## src/rtl/arbitro_rr_8a3.sv

```systemverilog
// Round-robin arbiter for 8 requesters: one grant at a time, held until the owner
// releases (done, withdrawal or hold timeout), then priority rotates past the owner.
module arbitro_rr_8a3 #(
    parameter int unsigned TIMEOUT = 16,
    parameter int unsigned CNT_W   = 5
) (
    input  logic       clk_i,
    input  logic       rst_ni,
    input  logic       en_i,
    input  logic [7:0] req_i,
    input  logic       done_i,
    output logic [7:0] grant_o,
    output logic [2:0] grant_idx_o,
    output logic       valid_o,
    output logic       timeout_o
);

    localparam logic [CNT_W-1:0] CntLast = CNT_W'((TIMEOUT == 0) ? 0 : TIMEOUT - 1);
    localparam logic [CNT_W-1:0] CntMax  = '1;

    typedef enum logic [0:0] {StIdle, StGrant} state_e;

    state_e           state_q, state_d;
    logic [2:0]       ptr_q, ptr_d;
    logic [CNT_W-1:0] cnt_q, cnt_d;
    logic [7:0]       grant_q, grant_d;
    logic [2:0]       idx_q, idx_d;
    logic             timeout_q, timeout_d;

    logic [2:0] pick;
    logic       rel_done, rel_wdraw, rel_tmo;

    // Scan from ptr upward; iterating downward lets the nearest candidate win last.
    always_comb begin
        pick = ptr_q;
        for (int k = 7; k >= 0; k--) begin
            if (req_i[ptr_q + 3'(k)]) begin
                pick = ptr_q + 3'(k);
            end
        end
    end

    assign rel_done  = done_i;
    assign rel_wdraw = ~req_i[idx_q];
    assign rel_tmo   = (TIMEOUT != 0) && (cnt_q == CntLast);

    always_comb begin
        state_d   = state_q;
        ptr_d     = ptr_q;
        cnt_d     = cnt_q;
        grant_d   = grant_q;
        idx_d     = idx_q;
        timeout_d = 1'b0;

        unique case (state_q)
            StIdle: begin
                if (en_i && (req_i != 8'h00)) begin
                    state_d = StGrant;
                    grant_d = 8'b1 << pick;
                    idx_d   = pick;
                    cnt_d   = '0;
                end
            end
            StGrant: begin
                if (cnt_q != CntMax) begin
                    cnt_d = cnt_q + 1'b1;
                end
                if (rel_done || rel_wdraw || rel_tmo) begin
                    state_d   = StIdle;
                    grant_d   = 8'h00;
                    idx_d     = 3'd0;
                    ptr_d     = idx_q + 3'd1;
                    timeout_d = rel_tmo && !rel_done && !rel_wdraw;
                end
            end
            default: state_d = StIdle;
        endcase
    end

    always_ff @(posedge clk_i or negedge rst_ni) begin
        if (!rst_ni) begin
            state_q   <= StIdle;
            ptr_q     <= 3'd0;
            cnt_q     <= '0;
            grant_q   <= 8'h00;
            idx_q     <= 3'd0;
            timeout_q <= 1'b0;
        end else begin
            state_q   <= state_d;
            ptr_q     <= ptr_d;
            cnt_q     <= cnt_d;
            grant_q   <= grant_d;
            idx_q     <= idx_d;
            timeout_q <= timeout_d;
        end
    end

    assign grant_o     = grant_q;
    assign grant_idx_o = idx_q;
    assign valid_o     = (state_q == StGrant);
    assign timeout_o   = timeout_q;

endmodule

```

## config.mk

```make
export PLATFORM = sky130hd
export DESIGN_NAME = arbitro_rr_8a3
export DESIGN_NICKNAME = d
export VERILOG_FILES = /design/src/rtl/arbitro_rr_8a3.sv
export SDC_FILE = /design/constraint.sdc
export NUM_CORES = 1
export LEC_CHECK = 0
export CORE_MARGIN = 1
export CORE_UTILIZATION = 50
export DETAILED_ROUTE_END_ITERATION = 7
export GPL_TIMING_DRIVEN = 0
export PLACE_DENSITY = 0.77
export SYNTH_ARGS = -nofsm -noshare
export SYNTH_HDL_FRONTEND = slang
export SYNTH_SLANG_ARGS = --single-unit
```

## constraint.sdc

```tcl
create_clock -name clk_i -period 3.45 [get_ports clk_i]
set_input_delay 0.69 -clock clk_i [delete_from_list [all_inputs] [get_ports clk_i]]
set_output_delay 0.69 -clock clk_i [all_outputs]
set_load 0.05 [all_outputs]
```

==> reports/qor.yml <==
layout.nets: 234
finalMaxSlewViolations: 0
netlist_instances: 186
htreeDepth: 1
synth_nets: 204
synthToLayoutAreaGrowth_pct: 19.62
root_buffer: "clkbuf_4"
period_needed_ps: 3329
cp-end-kind: "flip-flop"
synthArstFlopShare_pct: 100.0
synth.top_cell.area_share_pct: 28.81
placed_cell_area_um2: 2122
grt_pass1_wl_um: 7797
worst_ep_arrival_time_ps: 3570
hold_buffers: 0
gp_routability_congestion: 0.8965
seq_area_frac_synth_pct: 28.81
critPathRequiredTime_ps: 3690
coreArea_um2: 3416
critPathLaunchType: "input port"
vias_per_cell: 6.414
rows: 21
fillers: 292
synth_cell_types: 50
die_w_um: 62.40
clkSinkCount: 21
first_iter_violations: 213
clk_latency_ps: 300
finalSetupViolations: 0
path_clk_slew_ps: 100
synth_ff_type: "dfrtp_1"
drv_cap: 0
portBuffers: 24
grt_pass1_vias: 1641
clock_path_buffers: 2
wl_per_cell_um: 17.87
avgSynthCellArea_um2: 9.808
rsz0062_at_grt: "false"
num_antenna_cells: 0
synth_edf_count: 0
syn_area_um2: 1824
synth_seq_cells: 21
ant_nets: 0
start_util_pct: 53.41
grt_use_total_pct: 24.87
maxSlewHeadroom_pct: 41.04
crit_fanout: 9
clock-skew-final_ps: 1.026
cts_buffers: 3
wl_um: 4664
dr_total_vias: 1674
die_y_um: 62.40
worstSetupPathType: "input port to flip-flop"
cts_tree: "yes"
post-route-period-util_pct: 96.50
hold_viol_final: 0
overflow: 0
dr.pass1.iters: 4
grt_max_degree: 22
ys_warn_count: 0
drive_gt1_share_pct: 16.28
register_area_um2: 525.5
io-pin-count: 25
antenna_found_initial: 0
worst_slew_pin_slew_ps: 881.6
dpl.hpwl_um: 3511
fp.dieArea_um2: 3894
multi_input_area_um2: 1249
synthTopCellsByArea: "dfrtp_1 29%, mux4_2 8.6%, mux2i_1 6.6%, mux4_1 5.8%, nand2_1 4.9%"
holdCritPathClass: "flip-flop to flip-flop"
drc: 0
design_area_um2: 2182
fmax_mhz: 300.4
status: "complete, no violations"
yosysTopAreaCell: "dfrtp_1"
-- cell type report --
| cell class | instances | area share, % |
|---|---|---|
| Multi-Input combinational cell | 149 | 57.22 |
| Sequential cell | 21 | 24.08 |
| Timing Repair Buffer | 25 | 11.35 |
| Tap cell | 46 | 2.638 |
| Buffer | 8 | 2.064 |
| Inverter | 8 | 1.433 |
| Clock buffer | 4 | 1.204 |
-- routing by layer --
| metal | vias up | global-route usage, % | routed length [um] |
|---|---|---|---|
| met2 | 68 | 41.85 | 2332 |
| met3 | 18 | 2.920 | 262 |
| met1 | 817 | 32.38 | 1961 |
| li1 | 771 | - | - |
| met5 | - | 0 | 0 |
| met4 | 0 | 10.47 | 108 |
-- kinds of logic after synthesis --
kind of cell / synth area share, %
mux: 24.28
simple gates: 16.12
buf+inv: 3.840
xor+xnor: 3.840
flops: 28.81
compound gates: 19.00
fa+ha+maj: 4.115
-- worst max-delay path, stage by stage --
cell and delay [ps]:
clkdlybuf4s50_1 520, mux4_2 640, mux2_4 340, or3b_1 370, or4_4 580, a21oi_4 220
a32o_1 200
-- metrics by stage --
stage / setup WS [ps] / setup TNS [ps] / hold WS [ps] / cells / utilization (%)
after floorplan: 237.1 / 0 / 394.4 / 186 / -
after global placement: -204.1 / -1476 / 468.0 / 256 / 62.12
after detailed placement: -317.4 / -2566 / 473.3 / 256 / 62.12
after CTS: 5.181 / 0 / 500.0 / 260 / 63.33
after global routing: 1.533 / 0 / 538.0 / 261 / 63.88
final: 120.6 / 0 / 491.8 / 261 / 63.88
-- state kept, by name (all words and copies together) (netlist names) --
name / flops
grant_idx_o: 3
grant_o: 8
cnt_q: 5
timeout_o: 1
ptr_q: 3
valid_o: 1
-- cell usage after synthesis, drive strengths merged (3+ instances only) --
master,number
a21oi,8
a22oi,3
a32o,4
buf,4
clkbuf,4
dfrtp,21
ha,6
inv,6
mux2,5
mux2i,12
mux4,11
nand2,24
nand2b,4
nand3,8
nor2,8
o21ai,10
o31ai,6
xnor2,4
xor2,4
-- worst paths after layout --
path	start	to	slack (ps)	cells after the start
min in group asynchronous	rst_ni	timeout_o	880	1
min	grant_o[0]	grant_o[0]	490	2
max reg2reg	ptr_q[1]	grant_o[6]	130	10
max	req_i[2]	grant_o[6]	120	7
min reg2reg	grant_o[0]	grant_o[0]	490	2
max in group asynchronous	rst_ni	grant_idx_o[2]	2030	1
-- cells in the final DEF (no fill, tap or decap), types with 5 or more instances in the layout --
cell and count:
clkbuf_1 5, mux2i_1 11, nand3_1 8, a21oi_1 7, mux4_2 10, ha_1 5
o31ai_1 6, dfrtp_1 21, o21ai_0 10, clkdlybuf4s50_1 24, nand2_1 24, nor2_1 8
inv_1 6
-- timing repair --
item | CTS | global route
setup buffers | 0 | 1
hold endpoints to repair | 0 | 0
resized for setup | 7 | 4
endpoints found under the setup margin | 10 | 9
Power is not shown: default switching activity piles up to over one toggle a cycle in this logic, so the estimate is an artifact.
==> edit (config.mk and constraints unchanged) <==
Change the parameter `CNT_W` from 5 to 10.
--- a/src/rtl/arbitro_rr_8a3.sv
+++ b/src/rtl/arbitro_rr_8a3.sv
@@ -4,3 +4,3 @@
     parameter int unsigned TIMEOUT = 16,
-    parameter int unsigned CNT_W   = 5
+    parameter int unsigned CNT_W   = 10
 ) (
Check against the original RTL: same outputs for any inputs over 10 cycles, from zero or initial values and one cycle with rst_ni low; that may be too few to reach the edited logic, so the function may still have changed.
==> edit against the original RTL <==
- sequential cell count grew 5
- routed wire length up 13%
- sequential share of layout area rose by 1.5 points
- register-to-register slack gained 90 ps
- worst setup slack better by 70 ps
- first-iteration DRC count is 4.7% higher
- critical path depth rose by 1
- hold slack improved by 11 ps
- final area increased by 17%
- area after synthesis increased by 18%
- critical path type unchanged
==> edit: results (changes against the original RTL) <==
| Metric | Value |
|---|---|
| Via Count | `1983 (+18%)` |
| Total GRT Usage | `0.2497 (+0.001013)` |
| Post CTS Setup Buffer Count | `0 (unchanged)` |
| Top_reg_cell synth | `dfrtp_1` |
| Delay-heaviest family, CP | `multiplexers` |
| Vias in the first global route | `1774 (+8.1%)` |
| Fillcell total | `337 (+15%)` |
| Hold_sp | `grant_o[1]` |
| Hold/Removal Path Class | `reg2reg` |
| Root buf cell | `clkbuf_8` |
| Via/cell ratio | `6.459 (+0.71%)` |
| Critical Path Start | `req_i[1]` |
| Detailed placement HPWL | `3.868 mm (+10%)` |
| Global-route wire length before repair | `8.507 mm (+9.1%)` |
| 1st-pass router iterations | `4 (unchanged)` |
| Routability cong. | `0.9226 (+2.9%)` |
| Total Nets Final | `274 (+17%)` |
| Pre-CTS setup slack | `-411.6 ps (-94.23 ps)` |
| Area contributors post-synth | `dfrtp_1 30%, mux4_2 9.4%, a32o_1 4.2%` |
| Iter 0 DRT Violations | `223 (+4.7%)` |
| Max stage delay on crit path | `590 ps (-50 ps)` |
| Max reg flops | `10 (+2)` |
| Netlist cell types | `53 (+6.0%)` |
| Share of layout cells above drive strength 1 | `0.1245 (-0.03828)` |
| Syn_nets | `247 (+21%)` |
| Status | `finished clean` |
| Placed insts | `305 (+19%)` |
| Largest net degree at the start of global routing | `27 (+23%)` |
| Total CTS buffers | `3 (unchanged)` |
| Top cells by instance count after synthesis | `26 x dfrtp_1, 24 x nand2_1, 17 x o21ai_0, 14 x nor2_1` |
| Cells after Synth | `231 (+24%)` |
| H-tree depth | `1 (unchanged)` |
| Worst path slowest cell | `mux4_2` |
| Worst-Margin Slew | `1139 ps (+257.4 ps)` |
| Post-synthesis sequential area ratio | `0.3018 (+0.01373)` |
| Worst-path clk slew | `80 ps (-20 ps)` |
| Initial antenna violation count | `0 (unchanged)` |
| Cell Area, Placed | `2459 µm² (+16%)` |
| Crit path arrival time | `3430 ps (-140 ps)` |
| DR WL/cell | `17.14 µm (-4.1%)` |
| Crit-path max FO | `8 (-1)` |
| Max IR drop VDD | `551.6 µV` |
| Skew final | `10.38 ps (+9.358 ps)` |
| Worst skew pair latency | `280 ps (-20 ps)` |
| Clock tree buffer depth | `2 (unchanged)` |
## edit: cell count changes in the layout (fill, tap and decap cells not counted), moves of 5 or more
cell / before / now
and3_1: 2 / 8
a32o_1: 2 / 9
mux2i_1: 11 / 6
nor2_1: 8 / 14
o21ai_0: 10 / 17
o31ai_1: 6 / 1
dfrtp_1: 21 / 26
## edit: kinds of logic (layout without fill, tap and decap cells)
group | after synthesis | after routing | share of synthesized area
mux | 27 | 27 | 0.1921
fa+ha+maj | 4 | 4 | 0.02322
compound gates | 66 | 66 | 0.2194
simple gates | 84 | 84 | 0.1944
flops | 26 | 26 | 0.3018
buf+inv | 17 | 43 | 0.04062
xor+xnor | 7 | 7 | 0.02844
## edit: worst paths after layout
check / cells past startpoint / to / slack [ps]
max: 8 / grant_o[7] / 190
min: 1 / grant_o[1] / 500
max reg2reg: 10 / grant_o[7] / 220
min reg2reg: 1 / grant_o[1] / 500
max in group asynchronous: 1 / grant_o[2] / 1750
min in group asynchronous: 1 / cnt_q[3] / 1010
## edit: repair_timing
item / in CTS / in global routing
gates resized for setup: 0 / 6
setup endpoints to repair: 11 / 10
pin swaps: 0 / 0
## edit: routing by layer
metal  share of wire  GRT usage  up-vias  wire [µm]
met5               0          0        -          0
met4           0.010    0.07181        0         53
met3           0.056    0.02365        7        293
met2            0.46     0.4059       80       2422
met1            0.47     0.3504      951       2493
li1                -          -      945          -
## edit: layout make-up
type,count,area (µm²),share of cell area
Buffer,11,66.31,0.02603
Clock buffer,3,41.29,0.01621
Clock inverter,1,30.03,0.01179
Inverter,4,15.01,0.005894
Multi-Input combinational cell,188,1441,0.5658
Sequential cell,26,650.6,0.2554
Tap cell,50,62.56,0.02456
Timing Repair Buffer,24,240.2,0.09430
